===== config.mk =====
export PLATFORM = sky130hd
export DESIGN_NAME = c3lib_strap_capture
export DESIGN_NICKNAME = d
export VERILOG_FILES = /design/src/rtl/c3lib_strap_pkg.sv /design/src/rtl/c3lib_sat_cnt.sv /design/src/rtl/c3lib_strap_capture.sv
export SDC_FILE = /design/constraint.sdc
export NUM_CORES = 1
export LEC_CHECK = 0
export BUFFER_PORTS_ARGS = -buffer_cell sky130_fd_sc_hd__buf_4
export CAP_MARGIN = 40
export CORE_ASPECT_RATIO = 1.75
export CORE_MARGIN = 2
export CORE_UTILIZATION = 50
export CTS_CLUSTER_SIZE = 8
export DETAILED_ROUTE_END_ITERATION = 10
export PLACE_DENSITY = 0.82
export SYNTH_ARGS = -nofsm -noshare
export SYNTH_HDL_FRONTEND = slang
export SYNTH_SLANG_ARGS = --single-unit

===== constraint.sdc =====
create_clock -name clk -period 4.2 [get_ports clk]
set_clock_uncertainty 0.05 [all_clocks]
set_input_delay 0.42 -clock clk [delete_from_list [all_inputs] [get_ports clk]]
set_output_delay 0.42 -clock clk [all_outputs]
set_load 0.02 [all_outputs]

===== src/rtl/c3lib_strap_pkg.sv =====
// Shared types and constants for the strap capture block.
// Latency: n/a (package only).
// Backpressure: n/a (package only).
package c3lib_strap_pkg;

  // Capture FSM states
  typedef enum logic [1:0] {
    IDLE    = 2'd0,
    SETTLE  = 2'd1,
    CONFIRM = 2'd2,
    LOCKED  = 2'd3
  } strap_state_e;

  // Width of the confirm-failure counter; saturates at all-ones
  localparam int MISMATCH_W = 4;

  // Counter width able to hold values 0..maxval, never narrower than one bit
  function automatic int cnt_width(input int maxval);
    return (maxval > 1) ? $clog2(maxval + 1) : 1;
  endfunction

endpackage : c3lib_strap_pkg


===== src/rtl/c3lib_sat_cnt.sv =====
// Saturating up-counter with synchronous clear.
// Latency: count visible one clk after inc.
// Backpressure: none; inc is ignored once the counter sits at all-ones.
module c3lib_sat_cnt #(
  parameter int W = 4
) (
  input  logic         clk,
  input  logic         clr,
  input  logic         inc,
  output logic [W-1:0] cnt
);

  // Count up on inc, hold at all-ones, clear wins over inc
  always_ff @(posedge clk) begin
    if (clr) begin
      cnt <= '0;
    end else if (inc && (cnt != {W{1'b1}})) begin
      cnt <= cnt + W'(1);
    end
  end

endmodule : c3lib_sat_cnt


===== src/rtl/c3lib_strap_capture.sv =====
// Captures tie-cell straps after a settle window and N matching samples, with firmware override.
// Latency: reset release to strap_vld is 1+SETTLE_CYCLES+CONFIRM_CNT clks; override lands in one clk.
// Backpressure: none; recap_req outside LOCKED is dropped, ovrd_wr always accepted.
module c3lib_strap_capture
  import c3lib_strap_pkg::*;
#(
  parameter int WIDTH         = 8,
  parameter int SETTLE_CYCLES = 4,
  parameter int CONFIRM_CNT   = 2
) (
  input  logic                  clk,
  input  logic                  rst_n,
  input  logic [WIDTH-1:0]      strap_in,
  input  logic                  recap_req,
  input  logic                  ovrd_wr,
  input  logic [WIDTH-1:0]      ovrd_val,
  output logic [WIDTH-1:0]      strap_out,
  output logic                  strap_vld,
  output logic                  strap_ovrd,
  output logic [MISMATCH_W-1:0] mismatch_cnt,
  output logic                  busy
);

  // Settle counter only ever holds SETTLE_CYCLES-1 down to 0
  localparam int SW = cnt_width(SETTLE_CYCLES - 1);
  // Match counter counts 1..CONFIRM_CNT
  localparam int MW = cnt_width(CONFIRM_CNT);

  localparam logic [SW-1:0] SETTLE_LD = SW'(SETTLE_CYCLES - 1);
  localparam logic [MW-1:0] MATCH_TGT = MW'(CONFIRM_CNT);

  strap_state_e     state;
  logic [SW-1:0]    settle_cnt;
  logic [MW-1:0]    match_cnt;
  logic [WIDTH-1:0] sample_reg;

  logic             confirm_cmp;
  logic             confirm_miss;
  logic             mm_inc;
  logic             mm_clr;

  // A confirm compare happens only while the match target is not yet reached;
  // the cycle in which it is reached is spent registering the locked word.
  always_comb begin
    confirm_cmp  = 1'b0;
    confirm_miss = 1'b0;
    if (state == CONFIRM && match_cnt != MATCH_TGT) begin
      confirm_cmp  = 1'b1;
      confirm_miss = (strap_in != sample_reg);
    end
  end

  // Override aborts the capture, so a miss in that same cycle is not counted
  always_comb begin
    mm_clr = ~rst_n;
    mm_inc = rst_n & ~ovrd_wr & confirm_cmp & confirm_miss;
  end

  c3lib_sat_cnt #(
    .W (MISMATCH_W)
  ) u_mismatch_cnt (
    .clk (clk),
    .clr (mm_clr),
    .inc (mm_inc),
    .cnt (mismatch_cnt)
  );

  // Capture FSM with registered outputs; override takes priority over every transition
  always_ff @(posedge clk) begin
    if (!rst_n) begin
      state      <= IDLE;
      settle_cnt <= '0;
      match_cnt  <= '0;
      sample_reg <= '0;
      strap_out  <= '0;
      strap_vld  <= 1'b0;
      strap_ovrd <= 1'b0;
      busy       <= 1'b0;
    end else if (ovrd_wr) begin
      state      <= LOCKED;
      strap_out  <= ovrd_val;
      strap_vld  <= 1'b1;
      strap_ovrd <= 1'b1;
      busy       <= 1'b0;
    end else begin
      case (state)
        IDLE: begin
          settle_cnt <= SETTLE_LD;
          state      <= SETTLE;
          busy       <= 1'b1;
        end

        SETTLE: begin
          if (settle_cnt == '0) begin
            sample_reg <= strap_in;
            match_cnt  <= MW'(1);
            state      <= CONFIRM;
          end else begin
            settle_cnt <= settle_cnt - SW'(1);
          end
        end

        CONFIRM: begin
          if (!confirm_cmp) begin
            // Enough consecutive matches: publish the sampled word
            strap_out  <= sample_reg;
            strap_vld  <= 1'b1;
            strap_ovrd <= 1'b0;
            busy       <= 1'b0;
            state      <= LOCKED;
          end else if (confirm_miss) begin
            // Straps still moving: wait out another settle window
            settle_cnt <= SETTLE_LD;
            state      <= SETTLE;
          end else begin
            match_cnt <= match_cnt + MW'(1);
          end
        end

        LOCKED: begin
          // strap_out is left untouched so consumers must qualify with strap_vld
          if (recap_req) begin
            strap_vld  <= 1'b0;
            settle_cnt <= SETTLE_LD;
            busy       <= 1'b1;
            state      <= SETTLE;
          end
        end

        default: begin
          state <= IDLE;
          busy  <= 1'b0;
        end
      endcase
    end
  end

endmodule : c3lib_strap_capture


## Yosys cells after proc, flatten, opt, wreduce, memory -nomap -nowiden

Index checks and enable logic that the tools add are counted.
Widths: inputs -> output; s select.

- Flip-flop bits (word level): 29
- Bits in latches: 0
- Bits in writable memories: 0
- Memory bits (read-only): 0
- Input bits: 20
- Output and inout port bits: 15
- Memories kept: 0

- Add/subtract/negate cells: 3
- Multipliers: 0
- Div/mod/pow operators: 0
- Order comparisons: 0
- Equality and inequality tests: 18
- Shift operators: 0
- Mux-type cells: 29
- Bitwise operators: 5
- Reduce and logical (&&, ||, !) cells: 16

Operators with widths:

| cell | count |
|---|---|
| $mux 2 | 12 |
| $mux 8 | 3 |
| $ne 2x2->1 const B | 9 |
| $pmux 2 s4 | 2 |
| $reduce_and 3->1 | 4 |
| $reduce_and 5->1 | 2 |
| $mux 1 | 9 |
| $ne 3x3->1 const B | 3 |
| $ne 4x4->1 const B | 2 |
| $ne 8x8->1 | 1 |
| $reduce_bool 3->1 | 2 |
| $add 4x1->4 const B | 1 |
| $eq 2x2->1 const B | 2 |
| $logic_not 2->1 | 2 |
| $pmux 2 s2 | 1 |
| $reduce_bool 2->1 | 2 |
| $and 1x1->1 | 3 |
| $pmux 1 s3 | 1 |
| $add 2x1->2 const B | 1 |
| $eq 2x1->1 const B | 1 |
| $logic_and 1x1->1 | 2 |
| $not 1->1 | 2 |
| $pmux 1 s2 | 1 |
| $reduce_and 2->1 | 1 |
| other kinds (2) | 2 |

## Depth between registers and ports, before layout

Gate-level depths: netlist of the first run.

- Depth after elaboration: 7
- Depth in mapped cells: 8
- Gate-level depth less buffers: 7

## Cells and area by module

A second synthesis of the first run with hierarchy kept.

- Cells, all modules: 175
- Area, all modules: 1541.5 sq um

Modules (own cells, without submodules):

| module | times used | cells an instance | area an instance (sq um) | sequential area each (sq um) |
|---|---|---|---|---|
| c3lib_strap_capture | 1 | 155 | 1332.5 | 500.5 |
| c3lib_sat_cnt | 1 | 20 | 209.0 | 80.1 |

## Worst setup path before layout of the first run

OpenSTA, ideal clock, no wires.

- Kind: register -> register
- From: reg match_cnt[0]
- To: reg u_mismatch_cnt.cnt[3]
- Library setup time: 0.131 ns
- Data arrival time: 1.426 ns
- Required time: 4.019 ns
- Setup slack: 2.592 ns
- Stages on the path, launching flop included: 8
- Buffers on the path: 1
- Period minus slack after synthesis: 1.608 ns
- Cells stage by stage: dfxtp_1 inv_1 ha_1 buf_6 nand2b_1 a21o_2 o311ai_1 o41ai_1

- Word-level cells in the longest chain between the ends: 6

RTL lines:

| element | line | RTL |
|---|---|---|
| start, declared | c3lib_strap_capture.sv:34 | `logic [MW-1:0] match_cnt;` |
| start signal, assigned | c3lib_strap_capture.sv:116 | `match_cnt <= match_cnt + MW'(1);` |
| $ne 2x2->1 * | c3lib_strap_capture.sv:47 | `if (state == CONFIRM && match_cnt != MATCH_TGT) begin` |
| $logic_and 1x1->1 * | c3lib_strap_capture.sv:47 |  |
| $mux 1 | c3lib_strap_capture.sv:47 |  |
| $and 1x1->1 | c3lib_strap_capture.sv:56 | `mm_inc = rst_n & ~ovrd_wr & confirm_cmp & confirm_miss;` |
| $and 1x1->1 * | c3lib_strap_capture.sv:56 |  |
| $logic_and 1x1->1 * | c3lib_sat_cnt.sv:17 | `end else if (inc && (cnt != {W{1'b1}})) begin` |
| end signal, assigned | c3lib_sat_cnt.sv:18 | `cnt <= cnt + W'(1);` |
| end, declared | c3lib_sat_cnt.sv:10 | `output logic [W-1:0] cnt` |

Every way passes the cells marked *; elsewhere a longest branch is shown, timed or not.
A chain may end at the register's enable or synchronous reset.

## Worst setup path in the final report of the first run

- From: reg state[0]
- To: reg u_mismatch_cnt.cnt[3]

- Word-level cells in the longest chain between the ends: 6

RTL lines:

| element | line | RTL |
|---|---|---|
| start, declared | c3lib_strap_capture.sv:32 | `strap_state_e state;` |
| start signal, assigned | c3lib_strap_capture.sv:71 | `state <= IDLE;` |
| start signal, assigned | c3lib_strap_capture.sv:80 | `state <= LOCKED;` |
| start signal, assigned | c3lib_strap_capture.sv:89 | `state <= SETTLE;` |
| $eq 2x2->1 * | c3lib_strap_capture.sv:47 |  |
| $logic_and 1x1->1 * | c3lib_strap_capture.sv:47 |  |
| $mux 1 | c3lib_strap_capture.sv:47 |  |
| $and 1x1->1 | c3lib_strap_capture.sv:56 |  |
| $and 1x1->1 * | c3lib_strap_capture.sv:56 |  |
| $logic_and 1x1->1 * | c3lib_sat_cnt.sv:17 |  |

Marks and branches as above.

==> flow_metrics.py, run 1 <==
metrics = {
    "outcome": {
        "status": "finished clean",
    },
    "layout": {
        "finalNonFillerCells": 246,
        "drive_gt1_share_pct": 22.0,
        "synthToLayoutAreaGrowth_pct": 22.8,
        "nNetsFinal": 244,
        "antenna_cells": 0,
        "area.sequential_um2": 581,
        "multiInputGateArea_um2": 881,
        "fillers": 242,
    },
    "synth": {
        "yosysWarnings": 0,
        "syn_area_um2": 1550,
        "synthArstFlopShare_pct": 0,
        "ys.flop_type": "dfxtp_1",
        "synth_top_family_by_area": "simple AND/OR/NAND/NOR gates",
        "ys_top_cells_by_count": "29 x dfxtp_1, 28 x nor2_1, 25 x a21oi_1",
        "ys_ff_latch": 29,
        "synth_xor_area_share_pct": 4.53,
        "avgSynthCellArea_um2": 8.31,
        "synth_fa_ha_area_share_pct": 5.67,
        "synth.most_common_cell": "dfxtp_1",
        "yosysSeqAreaShare_pct": 37.6,
        "synth_area_leader_cell": "dfxtp_1",
        "synth_compound_area_share_pct": 16.6,
        "yosys.area.top_type_share_pct": 37.6,
        "synth_simple_gate_area_share_pct": 22.3,
        "synth.net_count": 213,
        "synth.area.mux_share_pct": 7.85,
        "syn_inst": 186,
        "synth_edf_count": 0,
        "synth.distinct_cells": 35,
        "synthTopCellsByArea": "dfxtp_1 38%, a21oi_1 8.1%, mux2i_1 7.1%",
    },
    "global_routing": {
        "grtUsageMet3_pct": 5.35,
        "grt_usage_pct": 22.0,
        "antenna_found_initial": 0,
        "grt_pass1_wl_um": 5800,
        "grt-ovfl-total": 0,
        "grt.met2_usage_pct": 38.1,
        "busiest_layer": "met2",
        "met1_usage_pct": 22.8,
        "grt_pass1_vias": 1348,
        "grt_max_degree": 27,
    },
    "run": {
        "cap_violations": 0,
    },
    "clock_network": {
        "cts_buffer_depth": 2,
        "cts_made_buffers": 5,
        "insertion_delay_ns": 0.28,
        "cts.htree.levels": 2,
        "clk_pin_slew_ns": 0.06,
        "cts-root-buf": "clkbuf_8",
        "cts_resized": 0,
        "hold_buffers": 0,
        "clock-sinks": 29,
        "cts_setup_buffers": 0,
        "cts_tree": "done",
    },
    "placed_design": {
        "dpl.hpwl_um": 2420,
        "dpl.cell_count": 238,
        "gp_congestion": 0.735,
        "numPortBuffers": 34,
    },
    "timing": {
        "maxSlewViolCount": 0,
        "hold_viol": 0,
        "fin_crit_ns": 1.99,
        "tns_ns": 0,
        "setup_viol": 0,
        "slew_headroom_pct": 52.8,
        "timing.fmax_mhz": 504,
        "finalCritPeriodShare_pct": 47.3,
        "worst_pin_slew_ns": 0.707,
        "rsz0062_at_grt": "false",
    },
    "setup_path": {
        "crit_path_cell_trace": "inv_1, ha_1, nand2b_1, a21o_2, o311ai_1, o41ai_1",
        "critPathRequiredTime_ns": 4.32,
        "slowest_stage": "ha_1",
        "critical_path_class": "reg2reg",
        "cp-end-kind": "flip-flop",
        "arrival_ns": 2.10,
        "worstSetupStartpointType": "flip-flop",
        "slowest_delay_ns": 0.53,
        "path_max_fanout": 19,
    },
    "die": {
        "dieHeight_um": 77.5,
        "initial_core_util_pct": 52.8,
        "core_um2": 2930,
        "fp.dieW_um": 46.0,
        "die-area_um2": 3570,
        "rows": 26,
        "ios": 35,
    },
    "detailed_routing": {
        "drt_pre_antenna_iters": 4,
        "drc": 0,
        "routed_wl_um": 3330,
        "wl_per_cell_um": 13.5,
        "drt_iter0_drc": 50,
        "avgViaCountPerCell": 5.71,
        "postRouteAntennaNets": 0,
        "vias": 1405,
    },
    "min_path": {
        "hold_class": "in2reg",
    },
    "power_and_ir_drop": {
        "vdd_drop_max_uv": 277,
        "pwr_density_cell_nw_per_um2": 394,
        "leakage_nw": 0.874,
    },
}
-- area by class of cell --
cell class	count	share of cell area (%)
Tap cell	28	1.85
Timing Repair Buffer	34	13.4
Sequential cell	29	30.6
Clock buffer	7	4.55
Multi-Input combinational cell	139	46.4
Clock inverter	1	1.58
Inverter	8	1.58
-- worst paths after layout --
kind | start | to | slack, ns | depth (start not counted)
worst min register to register | busy$_SDFFE_PP0P_ | busy$_SDFFE_PP0P_ | 0.45 | 2
worst max-delay path | state[0]$_SDFFE_PN0P_ | u_mismatch_cnt.cnt[3]$_SDFFE_PN0P_ | 2.21 | 6
worst max register to register | state[0]$_SDFFE_PN0P_ | u_mismatch_cnt.cnt[3]$_SDFFE_PN0P_ | 2.21 | 6
worst min-delay path | ovrd_val[7] | strap_out[7]$_SDFFE_PN0P_ | 0.31 | 3
-- cells in the final DEF, fill, tap and decap left out, drive strengths merged, types with 2 or more instances in the layout --
master and instances:
dfxtp 29, a21oi 25, nor2b 2, nor4 3, a21o 2, nor3 2
inv 8, nand2 19, a211oi 2, nand3 10, buf 34, mux2i 11
xor2 8, clkbuf 7, nand2b 4, ha 7, nor2 28, a311oi 3
-- routing by layer --
layer  part of all wire (%)  vias up
li1                       -      704
met1                     38      651
met2                     55       43
met3                    4.2        7
met4                    2.5        0
met5                      0        -
-- report_power, final --
group / internal (W) / total [W] / switching (W)
Sequential: 0.000293 / 0.000307 / 0.0000141
Combinational: 0.0000616 / 0.000139 / 0.0000777
Clock: 0.000193 / 0.000302 / 0.000109
-- cell families (layout without fill, tap and decap cells) --
logic type | Yosys count | in the layout
AO/OA/AOI/OAI | 41 | 41
XOR/XNOR | 8 | 8
adder cells (fa/ha/maj) | 7 | 7
buffers and inverters | 18 | 50
flip-flops | 29 | 29
multiplexers | 12 | 12
AND/OR/NAND/NOR | 71 | 71
-- worst max-delay path: cells and delay by family, from the launching register on --
family          cells  cell delay [ns]
compound gates      3             0.67
fa+ha+maj           1             0.53
simple gates        1             0.18
flops               1             0.36
buf+inv             1             0.07
-- metrics by stage --
stage / setup slack [ns] / power (W) / hold slack, ns / instance area (um^2) / util, %
4_1_cts: 2.22 / 0.000751 / 0.313 / 1900 / 64.8
2_1_floorplan: 2.59 / 0.000409 / 0.400 / 1550 / -
6_report: 2.21 / 0.000748 / 0.312 / 1900 / 64.8
5_1_grt: 1.98 / 0.000781 / 0.328 / 1900 / 64.8
3_3_place_gp: 2.27 / 0.000449 / 0.423 / 1780 / 60.9
3_5_place_dp: 2.22 / 0.000452 / 0.432 / 1780 / 60.9
(Power assumes the default switching activity.)
==> run 2: changes to the inputs <==
clock period = 1.84 ns   (was 4.2 ns; I/O delays follow)
==> run 2 against run 1 <==
Worst setup slack got worse by 2.1 ns. Fmax increased by 15%. Largest cell class unchanged. Register-to-register slack got worse by 2.1 ns. Sequential power rose by 130%. Largest power group unchanged. Critical path type unchanged. Combinational power grew 140%. Via count grew 1.0%.
==> flow_metrics.py, run 2 (synthesis gave the netlist of run 1 again) <==
metrics = {
    "setup_path": {
        "critical_path_class": "reg2reg",
        "worstSetupStartpointType": "flip-flop",
        "crit_path_cell_trace": "inv_1, ha_1, nand2b_1, nand2_1, a31oi_2, mux2_2, nor2_1",
        "cp_num_cells": 7,
        "rr_worst_depth": 7,
        "crit_buf_inv": 1,
        "path_delay_family": "simple AND/OR/NAND/NOR gates",
        "cp-end-kind": "flip-flop",
        "critPathRequiredTime_ns": 2.02,
        "arrival_ns": 1.90,
        "path_max_fanout": 6,
        "slowest_delay_ns": 0.37,
        "slowest_stage": "dfxtp_1",
    },
    "detailed_routing": {
        "avgViaCountPerCell": 5.68,
        "postRouteAntennaNets": 0,
        "drt_pre_antenna_iters": 4,
        "vias": 1419,
        "routed_wl_um": 3500,
        "drc": 0,
        "drt_iter0_drc": 11,
        "wl_per_cell_um": 14.0,
    },
    "layout": {
        "layout_common_cells": "39 x buf_4, 28 x nor2_1, 28 x dfxtp_1, 24 x a21oi_1, 18 x nand2_1",
        "synthToLayoutAreaGrowth_pct": 24.2,
        "antenna_cells": 0,
        "drive_gt1_share_pct": 25.2,
        "finalNonFillerCells": 250,
        "nNetsFinal": 249,
        "final_util_pct": 65.6,
        "final_common_cell": "buf_4",
    },
    "power_and_ir_drop": {
        "pwr_density_cell_nw_per_um2": 817,
        "leakage_nw": 0.885,
        "vdd_drop_max_uv": 591,
        "p_total_w": 0.00157,
    },
    "global_routing": {
        "antenna_found_initial": 0,
        "grt_max_degree": 27,
        "grt-ovfl-total": 0,
        "grt_pass1_vias": 1364,
        "grt_usage_pct": 22.3,
        "grt_pass1_wl_um": 5800,
    },
    "timing": {
        "setup_viol": 0,
        "timing.fmax_mhz": 579,
        "hold_viol": 0,
        "worst_pin_slew_ns": 0.331,
        "layout_setup_ws_ns": 0.114,
        "finalCritPeriodShare_pct": 93.8,
        "slew_headroom_pct": 77.8,
        "maxSlewViolCount": 0,
        "fin_crit_ns": 1.73,
    },
    "min_path": {
        "holdPathStages": 3,
        "hold_class": "in2reg",
    },
    "clock_network": {
        "insertion_delay_ns": 0.28,
        "hold_buffers": 0,
        "cts_setup_buffers": 0,
        "cts_resized": 0,
        "cts_made_buffers": 5,
        "clk_pin_slew_ns": 0.06,
        "cts.htree.levels": 2,
        "cts_tree": "done",
        "cts-root-buf": "clkbuf_8",
        "cts_buffer_depth": 2,
        "clock-sinks": 29,
    },
    "placed_design": {
        "dpl.cell_count": 243,
        "place_ws_ns": 0.0764,
        "gp_congestion": 0.783,
        "dpl.hpwl_um": 2600,
        "numPortBuffers": 34,
    },
    "die": {
        "ios": 35,
        "rows": 26,
        "initial_core_util_pct": 52.8,
        "fp.dieW_um": 46.0,
        "die-area_um2": 3570,
        "dieHeight_um": 77.5,
        "core_um2": 2930,
    },
    "outcome": {
        "status": "finished clean",
    },
    "run": {
        "cap_violations": 0,
    },
}
[run 2: worst min-delay path, stage by stage]
cell and delay, ns:
buf_4 0.08, a21oi_1 0.05, nor2_1 0.07
[run 2: per-layer routing]
metal,global-route usage (%),share of wire (%),vias up
met5,0,0,-
met4,12.6,3.0,0
met3,6.51,4.7,8
met2,39.2,55,39
met1,21.3,37,659
li1,-,-,713
[run 2: layout make-up]
type,instances,area [um^2]
multi-input cells,139,893
flip-flops and latches,29,582
inverters,8,30.0
well taps,28,35.0
repair buffers,39,293
clock buffers,7,86.3
fillers,251,1010
[run 2: stage by stage]
| step | instance area, um^2 | hold slack [ns] | TNS (ns) |
|---|---|---|---|
| after floorplan | 1550 | 0.276 | 0 |
| after global placement | 1820 | 0.363 | 0 |
| after detailed placement | 1820 | 0.374 | 0 |
| after CTS | 1910 | 0.0811 | 0 |
| after global routing | 1920 | 0.0802 | -0.00181 |
| final | 1920 | 0.0806 | 0 |
[run 2: power breakdown]
part,switching (W),internal [W],total (W),leakage [nW]
registers,0.0000316,0.000670,0.000701,0.238
logic,0.000187,0.000151,0.000338,0.603
clock network,0.000234,0.000296,0.000529,0.0443
[run 2: worst paths after layout]
| kind | slack [ns] | startpoint | end |
|---|---|---|---|
| setup / recovery | 0.11 | state[1]$_SDFFE_PN0P_ | state[1]$_SDFFE_PN0P_ |
| hold / removal | 0.08 | ovrd_val[7] | strap_out[7]$_SDFFE_PN0P_ |
| setup reg to reg | 0.11 | state[1]$_SDFFE_PN0P_ | state[1]$_SDFFE_PN0P_ |
| hold reg to reg | 0.44 | settle_cnt[0]$_SDFFE_PN0P_ | settle_cnt[0]$_SDFFE_PN0P_ |
==> run 3: changes to the inputs <==
CORE_UTILIZATION = 48   (was 50)
CTS_CLUSTER_SIZE = unset   (was 8)
clock period = 1.4 ns   (was 1.84 ns; I/O delays follow)
==> run 3 against run 2 <==
Largest power group unchanged. Largest cell class unchanged. Critical endpoint is now match_cnt[0]$_SDFFE_PN0P_. Fmax grew 0.42%. Highest routed layer unchanged. First-iteration DRC count grew to 8.9 times the previous value. Core utilization grew 19 points. Critical path type unchanged. The flow now finishes with violations (setup timing).
==> flow_metrics.py, run 3 (synthesis gave the netlist of run 1 again) <==
metrics = {
    "min_path": {
        "hold_class": "in2reg",
    },
    "timing": {
        "worst_pin_slew_ns": 0.342,
        "rsz0062_at_grt": "true",
        "timing.fmax_mhz": 582,
        "maxSlewViolCount": 0,
        "fin_crit_ns": 1.72,
        "holdWs_ns": 0.0370,
        "setup_viol": 22,
        "hold_viol": 0,
        "slew_headroom_pct": 77.1,
        "finalCritPeriodShare_pct": 123,
        "layout_setup_ws_ns": -0.319,
    },
    "clock_network": {
        "cts_tree": "done",
        "cts-root-buf": "clkbuf_8",
        "cts.htree.levels": 2,
        "cts_buffer_depth": 2,
        "clock-sinks": 29,
        "cts_made_buffers": 5,
        "insertion_delay_ns": 0.29,
        "hold_buffers": 0,
        "clk_pin_slew_ns": 0.07,
    },
    "die": {
        "ios": 35,
        "die-area_um2": 3710,
        "dieHeight_um": 79.1,
        "fp.dieW_um": 46.9,
        "rows": 27,
        "core_um2": 3110,
        "initial_core_util_pct": 49.7,
    },
    "setup_path": {
        "critPathRequiredTime_ns": 1.52,
        "crit_path_cell_trace": "xor2_2, nor4_4, buf_4, a21o_4, nand4_1, nor3b_2",
        "path_max_fanout": 8,
        "critical_path_class": "reg2reg",
        "slowest_delay_ns": 0.36,
        "worstSetupStartpointType": "flip-flop",
        "arrival_ns": 1.84,
        "cp-end-kind": "flip-flop",
        "slowest_stage": "nor4_4",
    },
    "placed_design": {
        "gp_congestion": 0.806,
        "place_ws_ns": -0.201,
        "dpl.cell_count": 281,
        "dpl.hpwl_um": 2910,
        "placed_area_um2": 2140,
        "numPortBuffers": 34,
    },
    "layout": {
        "layout_common_cells": "69 x buf_4, 25 x nor2_1, 16 x dfxtp_1, 13 x a21oi_1, 12 x nand2_1",
        "area.sequential_um2": 602,
        "drive_gt1_share_pct": 60.4,
        "finalNonFillerCells": 303,
        "nNetsFinal": 286,
        "multiInputGateArea_um2": 1220,
        "antenna_cells": 0,
        "synthToLayoutAreaGrowth_pct": 69.6,
        "final_common_cell": "buf_4",
        "final_area_um2": 2620,
        "fillers": 183,
    },
    "global_routing": {
        "grt_usage_pct": 28.7,
        "grt_pass1_wl_um": 7640,
        "antenna_found_initial": 0,
        "grt_max_degree": 24,
        "grt-ovfl-total": 0,
        "grt_pass1_vias": 1666,
    },
    "power_and_ir_drop": {
        "netSwitchingPower_w": 0.000820,
        "leakage_nw": 1.14,
        "pwr-share-comb_pct": 32.6,
        "vdd_drop_max_uv": 1010,
        "switching_share_pct": 32.2,
        "pwr_density_cell_nw_per_um2": 972,
        "pwr-share-seq_pct": 36.8,
        "p_int_w": 0.00173,
        "clockPowerShare_pct": 30.6,
    },
    "detailed_routing": {
        "drc": 0,
        "routed_wl_um": 5960,
        "drt_iter0_drc": 98,
        "wl_per_cell_um": 19.7,
        "avgViaCountPerCell": 5.65,
        "drt_pre_antenna_iters": 4,
        "postRouteAntennaNets": 0,
        "vias": 1711,
    },
    "outcome": {
        "status": "finished with violations",
        "violations": "setup timing",
    },
    "run": {
        "cap_violations": 0,
    },
}
run 3: path summary, 6_finish.rpt:
kind	from	to	slack (ns)	depth (start not counted)
worst max-delay path	sample_reg[1]$_SDFFE_PN0P_	match_cnt[0]$_SDFFE_PN0P_	-0.32	6
worst min-delay path	ovrd_val[4]	strap_out[4]$_SDFFE_PN0P_	0.04	3
worst max register to register	sample_reg[1]$_SDFFE_PN0P_	match_cnt[0]$_SDFFE_PN0P_	-0.32	6
worst min register to register	strap_ovrd$_SDFFE_PN0P_	strap_ovrd$_SDFFE_PN0P_	0.45	2
run 3: routing by layer:
metal	wire length (um)	up-vias	share of wire [%]	GRT usage [%]
met1	2130	822	36	32.4
met4	294	0	4.9	13.9
met5	0	-	0	0
met2	3210	75	54	48.1
li1	-	789	-	-
met3	319	25	5.4	6.59
run 3: power groups by stage:
stage                     Clock, W  Combinational, W  Sequential, W
after floorplan                  0          0.000326       0.000970
after global placement           0          0.000573       0.000940
after detailed placement         0          0.000588       0.000942
after CTS                 0.000774          0.000653       0.000931
after global routing      0.000822          0.000877       0.000942
final                     0.000780          0.000831       0.000938
run 3: area by class of cell:
| cell class | count | share of cell area (%) |
|---|---|---|
| multi-input cells | 140 | 46.7 |
| clock buffers | 7 | 3.68 |
| clock inverters | 1 | 0.191 |
| well taps | 43 | 2.05 |
| flip-flops and latches | 29 | 23.0 |
| inverters | 8 | 1.24 |
| repair buffers | 75 | 23.2 |
run 3: critical path, delay by kind of cell, from the launching register on:
family,cells,cell delay [ns]
flops,1,0.34
buf+inv,1,0.19
compound gates,1,0.19
xor+xnor,1,0.16
simple gates,3,0.67
run 3: through the flow:
stage | utilization (%) | TNS, ns | power (W)
final | 84.3 | -2.77 | 0.00255
after global routing | 84.3 | -4.12 | 0.00264
after CTS | 77.4 | -1.38 | 0.00236
after detailed placement | 68.9 | -1.17 | 0.00153
after global placement | 68.9 | -0.784 | 0.00151
after floorplan | - | -0.408 | 0.00130
run 3: timing repair:
item | CTS | global route
cloned | 0 | 1
pin swaps | 14 | 8
setup buffers | 8 | 5
gates resized for setup | 24 | 33
endpoints found under the setup margin | 24 | 27
